**src/rtl/proc_run_ctrl.sv**
```systemverilog
// Run/step/breakpoint sequencer for the single-cycle core: generates the commit
// enable, stalls IN instructions for switch confirmation, and flags program end.
module proc_run_ctrl #(
  parameter int PC_W  = 7,
  parameter int CNT_W = 16
) (
  input  logic             clk,
  input  logic             reset,
  input  logic             run_i,
  input  logic             step_i,
  input  logic             halt_i,
  input  logic             sw_ok_i,
  input  logic             bp_en_i,
  input  logic [PC_W-1:0]  bp_addr_i,
  input  logic [PC_W-1:0]  pc_i,
  input  logic [31:0]      instr_i,
  output logic             exec_o,
  output logic [1:0]       state_o,
  output logic             done_o,
  output logic [CNT_W-1:0] instr_cnt_o
);

  typedef enum logic [1:0] {
    S_IDLE    = 2'd0,
    S_RUN     = 2'd1,
    S_WAIT_SW = 2'd2,
    S_BREAK   = 2'd3
  } state_t;

  state_t           r_state;
  state_t           w_next;
  logic             r_run_q;
  logic             r_step_q;
  logic             r_sw_q;
  logic             r_done;
  logic             r_skip;
  logic             r_step_mode;
  logic [CNT_W-1:0] r_cnt;

  logic w_run_rise;
  logic w_step_rise;
  logic w_sw_rise;
  logic w_is_in;
  logic w_is_self;
  logic w_bp_hit;
  logic w_exec;
  logic w_set_done;
  logic w_set_skip;
  logic w_step_mode_nxt;

  assign w_run_rise  = run_i & ~r_run_q;
  assign w_step_rise = step_i & ~r_step_q;
  assign w_sw_rise   = sw_ok_i & ~r_sw_q;
  assign w_is_in     = (instr_i[29:28] == 2'b01);
  assign w_is_self   = instr_i[31] & (instr_i[7:0] == 8'h00);
  assign w_bp_hit    = bp_en_i & (pc_i == bp_addr_i) & ~r_skip;

  always_comb begin
    w_next          = r_state;
    w_exec          = 1'b0;
    w_set_done      = 1'b0;
    w_set_skip      = 1'b0;
    w_step_mode_nxt = r_step_mode;
    case (r_state)
      S_IDLE: begin
        if (!r_done) begin
          if (w_run_rise) begin
            w_next = S_RUN;
          end else if (w_step_rise) begin
            if (w_is_self) begin
              w_set_done = 1'b1;
            end else if (w_is_in) begin
              w_next          = S_WAIT_SW;
              w_step_mode_nxt = 1'b1;
            end else begin
              w_exec = 1'b1;
            end
          end
        end
      end
      S_RUN: begin
        if (w_is_self) begin
          w_next     = S_IDLE;
          w_set_done = 1'b1;
        end else if (w_bp_hit) begin
          w_next = S_BREAK;
        end else if (w_is_in) begin
          w_next          = S_WAIT_SW;
          w_step_mode_nxt = 1'b0;
        end else begin
          w_exec = 1'b1;
        end
      end
      S_WAIT_SW: begin
        if (w_sw_rise) begin
          w_exec = 1'b1;
          w_next = r_step_mode ? S_IDLE : S_RUN;
        end
      end
      default: begin
        // Resuming from a breakpoint arms skip so the same PC is not re-trapped.
        if (w_run_rise) begin
          w_next     = S_RUN;
          w_set_skip = 1'b1;
        end else if (w_step_rise) begin
          w_next     = S_IDLE;
          w_set_skip = 1'b1;
        end
      end
    endcase
    if (halt_i) begin
      w_next          = S_IDLE;
      w_exec          = 1'b0;
      w_set_done      = 1'b0;
      w_set_skip      = 1'b0;
      w_step_mode_nxt = r_step_mode;
    end
  end

  always_ff @(posedge clk) begin
    if (reset) begin
      r_state     <= S_IDLE;
      r_run_q     <= 1'b0;
      r_step_q    <= 1'b0;
      r_sw_q      <= 1'b0;
      r_done      <= 1'b0;
      r_skip      <= 1'b0;
      r_step_mode <= 1'b0;
      r_cnt       <= '0;
    end else begin
      r_state     <= w_next;
      r_run_q     <= run_i;
      r_step_q    <= step_i;
      r_sw_q      <= sw_ok_i;
      r_done      <= r_done | w_set_done;
      r_step_mode <= w_step_mode_nxt;
      if (w_exec) begin
        r_skip <= 1'b0;
        r_cnt  <= r_cnt + CNT_W'(1);
      end else if (w_set_skip) begin
        r_skip <= 1'b1;
      end
    end
  end

  assign exec_o      = w_exec & ~reset;
  assign state_o     = r_state;
  assign done_o      = r_done;
  assign instr_cnt_o = r_cnt;

endmodule

```
**config.mk**
```make
export PLATFORM = sky130hd
export DESIGN_NAME = proc_run_ctrl
export DESIGN_NICKNAME = d
export VERILOG_FILES = /design/src/rtl/proc_run_ctrl.sv
export SDC_FILE = /design/constraint.sdc
export NUM_CORES = 1
export LEC_CHECK = 0
export ABC_AREA = 1
export CORE_MARGIN = 1.5
export CORE_UTILIZATION = 43
export CTS_CLUSTER_SIZE = 30
export DETAILED_ROUTE_END_ITERATION = 16
export PLACE_DENSITY = 0.8
export SLEW_MARGIN = 10
export SYNTH_ARGS = -nofsm -noshare
export SYNTH_HDL_FRONTEND = slang
export SYNTH_SLANG_ARGS = --single-unit
```
**constraint.sdc**
```tcl
create_clock -name clk -period 2 [get_ports clk]
set_input_delay 0.4 -clock clk [delete_from_list [all_inputs] [get_ports clk]]
set_output_delay 0.4 -clock clk [all_outputs]
set_load 0.03 [all_outputs]
```
==> results of run 1 <==
## report_power, final
part           switching, mW  internal, mW
Clock                  0.178         0.268
Combinational          0.143         0.137
Sequential           0.00552         0.485
## layout by cell type, fill, tap and decap left out, types with 2 or more instances in the layout
master,netlist,routed
sky130_fd_sc_hd__a21oi_1,12,12
sky130_fd_sc_hd__nand2_2,5,7
sky130_fd_sc_hd__nor3_1,5,5
sky130_fd_sc_hd__dfxtp_1,24,22
sky130_fd_sc_hd__nor2_2,2,4
sky130_fd_sc_hd__a21oi_2,10,10
sky130_fd_sc_hd__nor3_2,2,2
sky130_fd_sc_hd__inv_1,35,33
sky130_fd_sc_hd__dlygate4sd2_1,0,6
sky130_fd_sc_hd__nand2_1,71,69
sky130_fd_sc_hd__inv_2,3,4
sky130_fd_sc_hd__nand3_1,21,21
sky130_fd_sc_hd__xnor2_1,7,7
sky130_fd_sc_hd__clkbuf_8,0,3
sky130_fd_sc_hd__clkdlybuf4s50_1,0,43
sky130_fd_sc_hd__nand2_4,2,2
sky130_fd_sc_hd__o21ai_0,2,2
sky130_fd_sc_hd__xor2_1,6,6
sky130_fd_sc_hd__nor2_1,32,30
sky130_fd_sc_hd__nand3_2,10,10
sky130_fd_sc_hd__ha_1,5,4
sky130_fd_sc_hd__buf_4,1,22
sky130_fd_sc_hd__dfxtp_2,0,2
## area by class of cell
| type | count | area [µm²] | area share [%] |
|---|---|---|---|
| clock inverter | 1 | 30.0 | 1.17 |
| clock buffer | 3 | 41.3 | 1.60 |
| tap | 50 | 62.6 | 2.43 |
| timing repair buffer | 73 | 672 | 26.1 |
| sequential | 24 | 483 | 18.7 |
| multi-input combinational | 200 | 1140 | 44.3 |
| inverter | 38 | 145 | 5.63 |
## worst min-delay path: cells and delay by family (launching register included)
| family | cells | cell delay [ns] |
|---|---|---|
| AO/OA/AOI/OAI | 1 | 0.05 |
| buffers and inverters | 1 | 0.05 |
| flip-flops | 1 | 0.32 |
## worst min path at each step
stage / start / endpoint / slack, ns / cells past startpoint
final: r_skip / r_skip / 0.44 / 2
after global routing: r_skip / r_skip / 0.47 / 2
after CTS: r_skip / r_skip / 0.45 / 2
after detailed placement: r_skip / r_skip / 0.43 / 2
after global placement: r_skip / r_skip / 0.43 / 2
after floorplan: r_skip / r_skip / 0.42 / 2
## state kept, by name, summed over array words and instances (netlist names)
register	flops
r_step_q	1
r_skip	1
r_sw_q	1
state_o	2
done_o	1
instr_cnt_o	16
r_run_q	1
r_step_mode	1
## cell families (layout without fill, tap and decap cells)
kind of cell	after synthesis	in the layout	share of synthesized area [%]
adders and majority gates	5	5	3.50
AOI/OAI and AO/OA	27	27	10.6
buffers and inverters	43	115	10.4
and+or+nand+nor	155	155	42.3
DFF	24	24	26.9
xor gates and xnor gates	13	13	6.38
## through the flow
stage          hold WS, ns  instances  util, %  TNS (ns)
5_1_grt              0.469        389     64.4    -0.268
3_3_place_gp         0.430        379     61.0    -0.642
3_5_place_dp         0.434        379     61.0     -1.45
4_1_cts              0.448        387     64.0    -0.148
2_1_floorplan        0.420        267        -         0
6_report             0.443        389     64.4    -0.157
## metal layers
layer | vias to the layer above | share of wire, % | GRT usage (%)
met5 | - | 0 | 0
met4 | 0 | 2.0 | 7.14
met3 | 9 | 6.1 | 2.50
met2 | 62 | 48 | 36.9
met1 | 827 | 44 | 26.9
li1 | 986 | - | -
## what timing repair did
action,in CTS,in global routing
gates resized for setup,14,1
pin swaps,9,7
setup buffers,4,2
endpoints found under the setup margin,1,1
endpoints found under the hold margin,0,0
==> impl.org, run 1 <==
** Outcome
- The run finished, with violations left.
- Violated checks :: negative setup slack

** Power and ir drop
- The analysis attributes to cell leakage a power of 1.10 nW.
- Total design power :: 1.22 mW
- Power spread over the standard cell area amounts to ~470 nW/µm².
- Maximum VDD drop :: 0.000464 V

** Synthesis
- sky130_fd_sc_hd__nand2_1 is the most common cell in the netlist.
- Total nets after synthesis :: 325
- Synthesis inferred 24 register bits.
- The average instance in the mapped netlist occupies 6.69 µm².
- Yosys mapped a number of flops with a built-in enable equal to 0.
- Part of the Yosys area used for sequential elements :: 26.9%
- For this run, asynchronously set or reset flops after synthesis account for 0%.
- The synthesized netlist contains 31 unique library cells.
- Yosys attributes the largest share of cell area to sky130_fd_sc_hd__dfxtp_1 27%, sky130_fd_sc_hd__nand2_1 15%, sky130_fd_sc_hd__inv_1 7.4%, sky130_fd_sc_hd__nor2_1 6.7%, sky130_fd_sc_hd__nand3_1 5.9%.
- The share of synthesized area in the top cell type comes to 26.9%.
- Area of the mapped netlist :: 1790 µm²
- Summed over all instances, the cell type with the most area after synthesis is sky130_fd_sc_hd__dfxtp_1.
- The most used flip-flop cell after synthesis is sky130_fd_sc_hd__dfxtp_1.
- Commonest cells post-synth :: 71 x sky130_fd_sc_hd__nand2_1, 35 x sky130_fd_sc_hd__inv_1, 32 x sky130_fd_sc_hd__nor2_1
- Yosys printed 0 warnings.
- Synth Instances :: ~270

** GRT
- Grt ovf :: 0
- Entering global routing, the biggest net connects 18 pins.
- Global routing used 21.1% of the available tracks across all layers.
- Number of antenna violations at the first check in global routing :: 0
- The via count of the first global-routing pass was 1789.
- First-pass GRT wire length :: 7450 µm

** Critical path
- Setup slack of the worst register-to-register path :: about 0.29 ns
- In this run the worst setup path terminates at exec_o.
- Crit-path cells :: inv_2 > ha_4 > inv_4 > a21oi_4 > nand2_2 > nand2_2 > nand2_2 > nor2_2 > nand2_2 > nand2_4 > nand2_4 > nor2_4 > buf_6
- Endpoint of the worst-slack reg-to-reg timing path :: instr_cnt_o[13]
- The startpoint identified for the worst register-to-register timing path is state_o[0].
- Family with the most delay on the worst path :: simple AND/OR/NAND/NOR gates
- Worst-path maximum fanout :: 3
- The critical path contains buffers and inverters numbering 3 combined.
- By instance count, the cell type seen most on the critical path is sky130_fd_sc_hd__nand2_2.
- Worst path required time :: 1.60 ns
- In this run the worst setup path begins at state_o[0].
- STA classifies the critical path endpoint as an output port.
- For this design, the slowest cell found on the critical path is sky130_fd_sc_hd__dfxtp_2.
- Depth of the worst register-to-register path :: 13
- Kind of launch point of the worst setup path :: flip-flop
- Data on the critical path arrives at its endpoint at 1.76 ns.
- Delay of the slowest cell on the worst path :: 0.34 ns
- Category of the most critical setup path :: flip-flop to output port
- The critical path runs through a total of 13 cells.

** Place
- DP HPWL :: 3440 µm
- Number of buffers added on ports :: 51
- Post-Place Worst Slack :: -0.278 ns
- Placed instance area :: around 2400 µm²
- Global placement routability congestion :: 0.872

** Floorplanning
- Die height :: 67.4 µm
- Horizontal extent of the die :: between 60 and 70 µm
- Starting density of the core :: 44.6%
- IO Pins :: 73
- Die area :: 4550 µm²
- The floorplan step defined a core boundary enclosing 4000 µm².
- In this run the core area contains 23 standard-cell rows.

** Cells and area
- Compared with the post-synthesis result, the final layout area differs by 44.3%.
- Post-layout net count :: between 300 and 400
- The number of antenna diodes in the final layout is 0.
- Fraction of layout cells with a size suffix above 1 :: 21.5%
- Fill cells in the final layout number between 300 and 400.
- After routing the design area is 2580 µm².

** Routing
- Remaining DRCs :: 0
- Count of antenna-violating nets left after detailed routing :: 0
- Initial drt markers :: a little over 70
- Wires add up to 4540 µm.
- The detailed router placed between 1500 and 2000 vias in this run.
- Using the TritonRoute via totals, the vias-per-cell ratio works out to 4.84.
- After detailed routing, the average wire length per cell comes to 11.7 µm.
- The pre-antenna-repair detailed-routing pass consisted of 4 iterations.

** Clock network
- After clock tree synthesis, the clock-pin slew on the worst setup and hold paths is 0.09 ns.
- H-tree levels :: 1
- Maximum clock path buffer count :: 2
- In this run, CTS created clock tree buffers numbering 3.
- After clock tree synthesis, the flow added hold-fix buffers numbering 0.
- Clock latency on the worst-skew pair, taken at its later pin, is 0.28 ns.
- In this run the clock root is driven by a sky130_fd_sc_hd__clkbuf_8.
- For this design, the sink count on the clock tree is 24.
- Clock tree from TritonCTS :: done

** Job
- Max-cap violations in this run came to 0.

** STA
- Setup clock skew after layout :: 0.00691 ns
- Time the worst path needs with I/O delays and setup :: 2.16 ns
- Setup violations remaining at the end of the flow were counted as 1.
- Post-route setup slack :: -0.157 ns
- Maximum clock frequency :: 464 MHz
- Total count of hold-check failures in the final report :: 0
- The worst path uses 108% of the clock period.
- RSZ-0062 raised after global routing :: yes
- Worst slew slack as a fraction of its limit :: 77.9%
- Measured slew at the worst slew-check pin :: 0.332 ns
- The final count of pins violating max slew is 0.

** Hold path
- The path class of the tightest hold or removal check is flip-flop to flip-flop.
(Power assumes the default switching activity.)
==> run 2: changes to the inputs <==
--- a/config.mk
+++ b/config.mk
@@ -5,12 +5,11 @@
 export SDC_FILE = /design/constraint.sdc
 export NUM_CORES = 1
 export LEC_CHECK = 0
-export ABC_AREA = 1
 export CORE_MARGIN = 1.5
 export CORE_UTILIZATION = 43
-export CTS_CLUSTER_SIZE = 30
+export CTS_CLUSTER_SIZE = 16
 export DETAILED_ROUTE_END_ITERATION = 16
-export PLACE_DENSITY = 0.8
+export PLACE_DENSITY = 0.81
 export SLEW_MARGIN = 10
 export SYNTH_ARGS = -nofsm -noshare
 export SYNTH_HDL_FRONTEND = slang
==> run 2 against run 1 <==
The flow still finishes with violations (negative setup slack). Final cell count down 15%. Maximum frequency is essentially flat. Cell area grew 7.5%. Wire length is 17% higher. Synthesized cell count fell by 27%. Clock skew fell by 0.0036 ns. Sequential share of layout area decreased by 1.1 points. Critical path depth decreased by 7. Via count decreased by 3.2%. Largest power group is now combinational cells. Highest routed layer unchanged.
==> impl.org, run 2 <==
** Clock network
- Clock slew seen by the registers of the worst setup and hold paths :: 0.09 ns (about the same)
- Maximum clock path buffer count :: 2 (unchanged)
- Clock tree from TritonCTS :: done
- In this run the clock root is driven by a sky130_fd_sc_hd__clkbuf_8.
- The TritonCTS buffer count was 3 (unchanged).
- H-tree levels :: 1 (unchanged)
- Worst-Skew Late Latency :: 0.27 ns (about the same)
- Number of buffers inserted by hold repair at cts :: 0 (unchanged)
- Number of clock sinks :: 24 (unchanged)

** Place
- The global placer's final weighted congestion came to 0.862 (-1.2%).
- Number of buffers added on ports :: 51 (unchanged)
- Placed instance area :: 2540 µm² (+4.2%)
- The number of instances in the placed design came to 317 (-16%).
- The estimated wirelength of the detail-placed design came to 3340 µm (-3.1%).

** Cells and area
- Total inserted antenna cells :: 0 (unchanged)
- Most frequent standard cell in the layout excluding fill and tap cells :: sky130_fd_sc_hd__buf_4
- Post-layout net count :: 343 (-14%)
- Relative to the synthesized area, the layout overhead comes to 59.0%.
- Most used cells in the layout excluding fill and tap cells :: 38 x sky130_fd_sc_hd__buf_4, 24 x sky130_fd_sc_hd__dlygate4sd2_1, 24 x sky130_fd_sc_hd__clkdlybuf4s50_1
- The summed area of non-filler cells in the final layout is 2770 µm² (+7.5%).
- Final Non-Filler Cells :: 332 (-15%)
- The share of the core filled with cells came to 73.4% (+9.0 points).
- The number of inserted filler cells in the final layout was 279 (-19%).
- Flip-flop count of the largest register, all copies and words added :: 16 (unchanged)
- Fraction of layout cells with a size suffix above 1 :: 34.2% (+13 points)

** Power and ir drop
- The maximum vdd drop is 0.000465 V (+0.11%).
- The power density normalized to cell area is 613 nW/µm² (+30%).
- Leakage power :: 1.09 nW (-0.20%)

** STA
- The final clock period utilization by the worst path is 108% (about the same).
- Setup-failing EPs final :: 1 (unchanged)
- Worst slew slack as a fraction of its limit :: 76.0% (-1.9 points)
- The clock period minus final worst setup slack was 2.16 ns (-0.00190 ns).
- The slack of the critical path was -0.155 ns (+0.00191 ns).
- The maximum clock frequency came to 464 MHz (about the same).
- The final count of pins violating max slew was 0 (unchanged).
- Setup repair after global routing could not meet its margin everywhere.
- Final Hold Slack :: 0.512 ns (+0.0692 ns)
- The worst-margin pin slew was 0.354 ns (+0.0228 ns).
- Setup clock skew after layout :: 0.00332 ns (-0.00359 ns)
- Total count of hold-check failures in the final report :: 0 (unchanged)

** Synthesis
- For this run, the leading register cell type out of synthesis is sky130_fd_sc_hd__dfxtp_1.
- The synthesized netlist cell count is 195 (-27%).
- The fraction of the mapped netlist area in compound gates is 17.9% (+7.3 points).
- Number of distinct library cells after synthesis :: 48 (+55%)
- Dominant cell by count in the synthesized netlist :: sky130_fd_sc_hd__dfxtp_1
- Summed over all instances, the cell type with the most area after synthesis is sky130_fd_sc_hd__dfxtp_1.
- Commonest cells post-synth :: 24 x sky130_fd_sc_hd__dfxtp_1, 23 x sky130_fd_sc_hd__nor2b_1, 19 x sky130_fd_sc_hd__nor2_1
- Post-synthesis mux area share :: 12.4% (+12 points)
- Synth warn :: 0 (unchanged)
- Fraction of post-synthesis cell area in the top cell type by area :: 27.6% (+0.68 points)
- The share of the yosys chip area belonging to registers was 27.6% (+0.68 points).
- The share of flip-flops with an asynchronous set or reset after synthesis was 0% (unchanged).
- The xor and xnor fraction of the mapped netlist area was 3.52% (-2.9 points).
- Number of synthesized flops with an enable pin :: 0 (unchanged)
- Synth Area per Inst :: 8.93 µm² (+34%)
- Synth top area cells :: sky130_fd_sc_hd__dfxtp_1 28%, sky130_fd_sc_hd__mux2_4 8.6%, sky130_fd_sc_hd__nor2b_1 8.3%, sky130_fd_sc_hd__a21oi_2 5.0%, sky130_fd_sc_hd__nor2_1 4.1%
- Area of the mapped netlist :: 1740 µm² (-2.5%)
- Combinational family with the most area after synthesis :: simple AND/OR/NAND/NOR gates
- Adder-cell area share of the yosys netlist :: 3.59% (+0.088 points)
- The synthesized net count came to 253 (-22%).
- The simple-gate area share of the yosys netlist was 31.0% (-11 points).
- The number of storage elements in the synthesis netlist was 24 (unchanged).

** Hold path
- In this run the worst hold path is classified as flip-flop to flip-flop.
- The instance count along the most critical hold path is 2 (unchanged).
- Hold path endpoint :: instr_cnt_o[1]
- In this run the most critical hold path is launched from instr_cnt_o[1].

** Floorplanning
- Row count :: 22 (-4.3%)
- The I/O pin count was 73 (unchanged).
- The chip height came to 66.6 µm (-1.2%).
- The area of the placeable core is 3770 µm² (-5.7%).
- Horizontal extent of the die :: 66.6 µm (-1.2%)
- The starting density of the core was 46.2% (+1.5 points).
- The full die area was 4440 µm² (-2.3%).

** Critical path
- Launch point of the worst reg-to-reg path :: state_o[0]
- The critical path in this run is classified as input pin to output port.
- Kind of launch point of the worst setup path :: input pin
- Depth of the worst register-to-register path :: 9 (-4)
- The largest incremental delay on the critical path was 0.46 ns (+0.12 ns).
- STA classifies the critical path endpoint as an output port.
- The endpoint required time on the critical path came to 1.60 ns (about the same).
- Walking the worst path, the cells encountered are clkdlybuf4s50_1 > buf_4 > nor2_1 > a21boi_2 > nor2b_4 > buf_6.
- Arrival time of data at the critical path endpoint :: 1.76 ns (about the same)
- The largest fanout on the critical path was 6 (+3).
- The worst register-to-register path ends at instr_cnt_o[14].
- Setup slack of the worst register-to-register path :: 0.01 ns (-0.28 ns)
- Slowest stage cell on the critical path :: sky130_fd_sc_hd__clkdlybuf4s50_1

** Routing
- First-pass DRT Iterations :: 4 (unchanged)
- Mean routed wirelength per cell :: 16.0 µm (+37%)
- Initial drt markers :: 63 (-11%)
- The number of DRC violations after detailed routing was 0 (unchanged).
- The ratio of routed vias to standard cells came to 5.49 (+13%).
- Routed WL :: 5310 µm (+17%)
- Count of antenna-violating nets left after detailed routing :: 0 (unchanged)
- Via count of the routed design :: 1824 (-3.2%)

** GRT
- First-pass GRT wire length :: 7760 µm (+4.3%)
- Vias in the first global route :: 1743 (-2.6%)
- The total congestion overflow came to 0 (unchanged).
- The overall global routing resource usage came to 22.4% (+1.2 points).
- Number of antenna violations at the first check in global routing :: 0 (unchanged)
- The pin count of the biggest net entering global routing was 18 (unchanged).

** Outcome
- The final reports fail on negative setup slack.
- Status :: finished, violations left

** Job
- Max Cap Violations :: 0 (unchanged)
==> run 2: cell count changes after synthesis, moves of 9 or more <==
cell / previous run / this run
sky130_fd_sc_hd__nand3_2: 10 / 1
sky130_fd_sc_hd__mux2_4: 0 / 10
sky130_fd_sc_hd__nand2_1: 71 / 9
sky130_fd_sc_hd__inv_1: 35 / 6
sky130_fd_sc_hd__nor2_1: 32 / 19
sky130_fd_sc_hd__nor2b_1: 0 / 23
sky130_fd_sc_hd__nand3_1: 21 / 8
==> run 2: cell families (layout without fill, tap and decap cells) <==
group                    count (synthesis)  after routing
AO/OA/AOI/OAI                           39             39
AND/OR/NAND/NOR                         91             91
XOR/XNOR                                 7              7
buffers and inverters                   13            102
adder cells (fa/ha/maj)                  5              5
multiplexers                            16             16
flip-flops                              24             24
==> run 2: power by group <==
group | internal (mW) | leakage (nW) | switching (mW)
Combinational | 0.377 | 0.864 | 0.397
Sequential | 0.505 | 0.196 | 0.0334
Clock | 0.217 | 0.0339 | 0.166
==> run 2: how the worst max path moves through the flow <==
| stage | slack [ns] | to | startpoint | cells past startpoint |
|---|---|---|---|---|
| 3_3_place_gp | -0.41 | exec_o | instr_i[4] | 7 |
| 3_5_place_dp | -0.43 | exec_o | instr_i[4] | 7 |
| 6_report | -0.16 | exec_o | halt_i | 6 |
| 4_1_cts | -0.09 | exec_o | state_o[1] | 7 |
| 2_1_floorplan | 0.01 | exec_o | state_o[0] | 6 |
| 5_1_grt | -0.22 | exec_o | state_o[1] | 7 |
==> run 2: area by class of cell <==
type,count,area (µm²),share of cell area (%)
inverters,6,27.5,0.994
multi-input cells,158,1310,47.3
repair buffers,92,818,29.6
well taps,48,60.1,2.17
clock buffers,4,66.3,2.39
flip-flops and latches,24,488,17.6
==> run 2: metal layers <==
metal	up-vias	GRT usage (%)	wire length [µm]
met2	77	40.0	2550
met5	-	0	0
met1	847	27.4	2190
li1	878	-	-
met3	22	3.04	386
met4	0	7.40	182
==> run 2: worst max-delay path, delay by kind of cell <==
family,cells,cell delay (ns)
AOI/OAI and AO/OA,1,0.23
and+or+nand+nor,2,0.34
buffers and inverters,3,0.78
==> run 2: stage by stage <==
step           setup WS [ns]  power, mW  TNS [ns]
2_1_floorplan         0.0104      0.914         0
4_1_cts              -0.0877       1.62   -0.0877
3_5_place_dp          -0.430       1.18     -6.19
3_3_place_gp          -0.408       1.17     -5.67
5_1_grt               -0.225       1.77    -0.409
6_report              -0.155       1.70    -0.155
==> run 2: timing repair <==
action	4_1_cts	5_1_grt
resized for setup	40	10
pin swaps	16	0
buffers inserted	9	2
cloned	0	0
endpoints found under the setup margin	15	8
==> run 3: changes to the inputs <==
--- a/config.mk
+++ b/config.mk
@@ -9,7 +9,7 @@
 export CORE_UTILIZATION = 43
 export CTS_CLUSTER_SIZE = 16
 export DETAILED_ROUTE_END_ITERATION = 16
-export PLACE_DENSITY = 0.81
+export PLACE_DENSITY = 0.85
 export SLEW_MARGIN = 10
 export SYNTH_ARGS = -nofsm -noshare
 export SYNTH_HDL_FRONTEND = slang
==> run 3 against run 2 <==
The run still ends with negative setup slack left. Combinational power rose by 23%. Clock power rose by 3%. Cell area rose by 8.0%. Sequential power barely moved. Largest cell class unchanged. Highest routed layer unchanged.
==> impl.org, run 3 (synthesized netlist as in run 2, its figures left out) <==
** STA
- Post-route setup slack :: -0.228 ns (-0.0721 ns)
- The worst-margin pin slew was 0.337 ns (-0.0171 ns).
- The final count of pins violating max slew is 0 (unchanged).
- The maximum clock frequency came to 449 MHz (-3.2%).
- The worst hold slack came to 0.479 ns (-0.0327 ns).
- The tightest slew margin relative to the limit is 77.4% (+1.4 points).
- Post-route fraction of the period consumed by the critical path :: 111% (+3.6 points)
- The maximum clock skew at final layout came to 0.00767 ns (+0.00435 ns).
- Setup repair after global routing could not meet its margin everywhere.
- Setup-failing EPs final :: 16 (+15)
- The number of hold-slack violations in the final timing report was 0 (unchanged).
- The clock period minus final worst setup slack came to 2.23 ns (+0.0721 ns).

** Routing
- The violation count after the first detailed-route iteration is 202 (+220%).
- Via count of the routed design :: 2067 (+13%)
- The number of DRC violations after detailed routing came to 0 (unchanged).
- The ratio of routed vias to standard cells came to 6.08 (+11%).
- The number of iterations in the first detailed-routing pass is 5 (+1).
- The average routed wire per standard cell came to 20.1 µm (+26%).
- The count of antenna-violating nets left after detailed routing is 0 (unchanged).
- The final routed wirelength across all metal layers is 6840 µm (+29%).

** Critical path
- The largest fanout on the critical path was 12 (+6).
- The largest incremental delay on the critical path came to 0.37 ns (-0.09 ns).
- Critical Path Most Common Cell :: sky130_fd_sc_hd__buf_4
- The worst register-to-register path begins at state_o[1].
- Crit-path cells :: inv_4 > ha_4 > nor4b_4 > a32oi_4 > buf_4 > buf_4 > buf_12 > a211oi_4 > mux2_4
- STA classifies the critical path startpoint as a flip-flop.
- The register-to-register setup slack was -0.23 ns (-0.24 ns).
- The arrival time reported for the critical path endpoint was 2.40 ns (+0.64 ns).
- Buffers & Inverters on Critical Path :: 4 (+1)
- The critical path is of the flip-flop to flip-flop type.
- The endpoint required time on the critical path came to 2.17 ns (+0.57 ns).
- Slowest stage cell on the critical path :: sky130_fd_sc_hd__dfxtp_4
- Family with the most delay on the worst path :: buffers and inverters
- Nature of the critical path endpoint :: flip-flop
- The critical path starts at state_o[1].

** Cells and area
- The number of flip-flops under the largest register name is 16 (unchanged).
- Fin area :: 2990 µm² (+8.0%)
- Area of all sequential standard cells :: 489 µm² (+0.26%)
- Post-layout net count :: 351 (+2.3%)
- Relative to the synthesized area, the layout overhead comes to 71.7%.
- # fillers :: 219 (-22%)
- The share of cells above drive strength 1 came to 40.8% (+6.6 points).
- Total inserted antenna cells :: 0 (unchanged)
- Most frequent standard cell in the layout excluding fill and tap cells :: sky130_fd_sc_hd__buf_4
- The multi-input combinational cell area was 1430 µm² (+9.1%).
- Most used cells in the layout excluding fill and tap cells :: 43 x sky130_fd_sc_hd__buf_4, 26 x sky130_fd_sc_hd__clkdlybuf4s50_1, 21 x sky130_fd_sc_hd__dfxtp_1

** Floorplanning
- IO Pins :: 73 (unchanged)
- The chip height was 66.6 µm (unchanged).
- Horizontal extent of the die :: 66.6 µm (unchanged)
- Row count :: 22 (unchanged)
- Die area :: 4440 µm² (unchanged)
- Core footprint :: 3770 µm² (unchanged)
- The starting density of the core came to 46.2% (unchanged).

** GRT
- First-pass GRT wire length :: 8360 µm (+7.7%)
- The number of antenna violations at the first check in global routing came to 0 (unchanged).
- The overall global routing resource usage is 24.9% (+2.5 points).
- In this run the most used layer during global routing was met2.
- The total congestion overflow was 0 (unchanged).
- Largest net degree at the start of global routing :: 35 (+17)
- Vias in the first global route :: 1765 (+1.3%)
- Met1 Resource Use GR :: 30.9% (+3.5 points)
- Met2 routing resource usage after global routing :: 40.0% (unchanged)
- Met3 demand-to-capacity share in global routing :: 6.08% (+3.0 points)

** Place
- The instance area at placement was 2510 µm² (-1.4%).
- Global placement routability congestion :: 0.898 (+4.2%)
- The port buffer count was 51 (unchanged).
- The estimated wirelength of the detail-placed design came to 3470 µm (+4.0%).

** Power and ir drop
- Leakage power :: 1.16 nW (+6.2%)
- Maximum VDD drop :: 0.000412 V (-11%)
- Total design power :: 1.89 mW (+11%)
- PD cells :: 631 nW/µm² (+3.0%)

** Clock network
- Number of buffers inserted by hold repair at cts :: 0 (unchanged)
- Clock slew seen by the registers of the worst setup and hold paths :: 0.10 ns (about the same)
- Worst-Skew Late Latency :: 0.28 ns (about the same)
- H-tree levels :: 1 (unchanged)
- Number of clock sinks :: 24 (unchanged)
- Maximum clock path buffer count :: 2 (unchanged)
- CTS placed an instance of sky130_fd_sc_hd__clkbuf_8 at the clock tree root.
- Clock tree from TritonCTS :: done
- The TritonCTS buffer count was 3 (unchanged).

** Hold path
- Hold_sp :: step_i
- In this run the worst hold path is classified as input pin to flip-flop.

** Outcome
- The run finished, with violations left.
- The final reports fail on negative setup slack.

** Job
- Max Cap Violations :: 0 (unchanged)
## run 3: final cells by class
type	instances	area share, %
Inverter	6	0.921
Tap cell	48	2.01
Multi-Input combinational cell	158	47.7
Sequential cell	24	16.4
Clock buffer	4	2.22
Timing Repair Buffer	100	30.8
## run 3: path summary, 6_finish.rpt
check,endpoint,cells after the start
setup / recovery,instr_cnt_o[15],9
hold / removal,r_step_q,2
setup reg to reg,instr_cnt_o[15],9
hold reg to reg,instr_cnt_o[1],2
## run 3: power breakdown
group	total, mW	switching, mW	internal [mW]
combinational	0.955	0.505	0.450
sequential	0.539	0.0335	0.505
clock	0.393	0.175	0.218
total	1.89	0.714	1.17
## run 3: timing repair
item | 4_1_cts | 5_1_grt
cloned | 0 | 1
pin swaps | 16 | 6
setup buffers | 13 | 12
resized for setup | 39 | 41
endpoints found under the setup margin | 16 | 18
## run 3: layer usage
layer,routed length [µm],vias up
li1,-,889
met1,2510,942
met2,3180,186
met3,728,50
met4,413,0
met5,0,-
## run 3: stage by stage
stage	utilization [%]	setup TNS (ns)	cells	setup WS [ns]
2_1_floorplan	-	0	195	0.0104
3_3_place_gp	66.5	-6.03	314	-0.416
3_5_place_dp	66.5	-6.54	314	-0.419
4_1_cts	71.2	-0.136	329	-0.136
5_1_grt	79.3	-2.97	340	-0.291
6_report	79.3	-2.33	340	-0.228
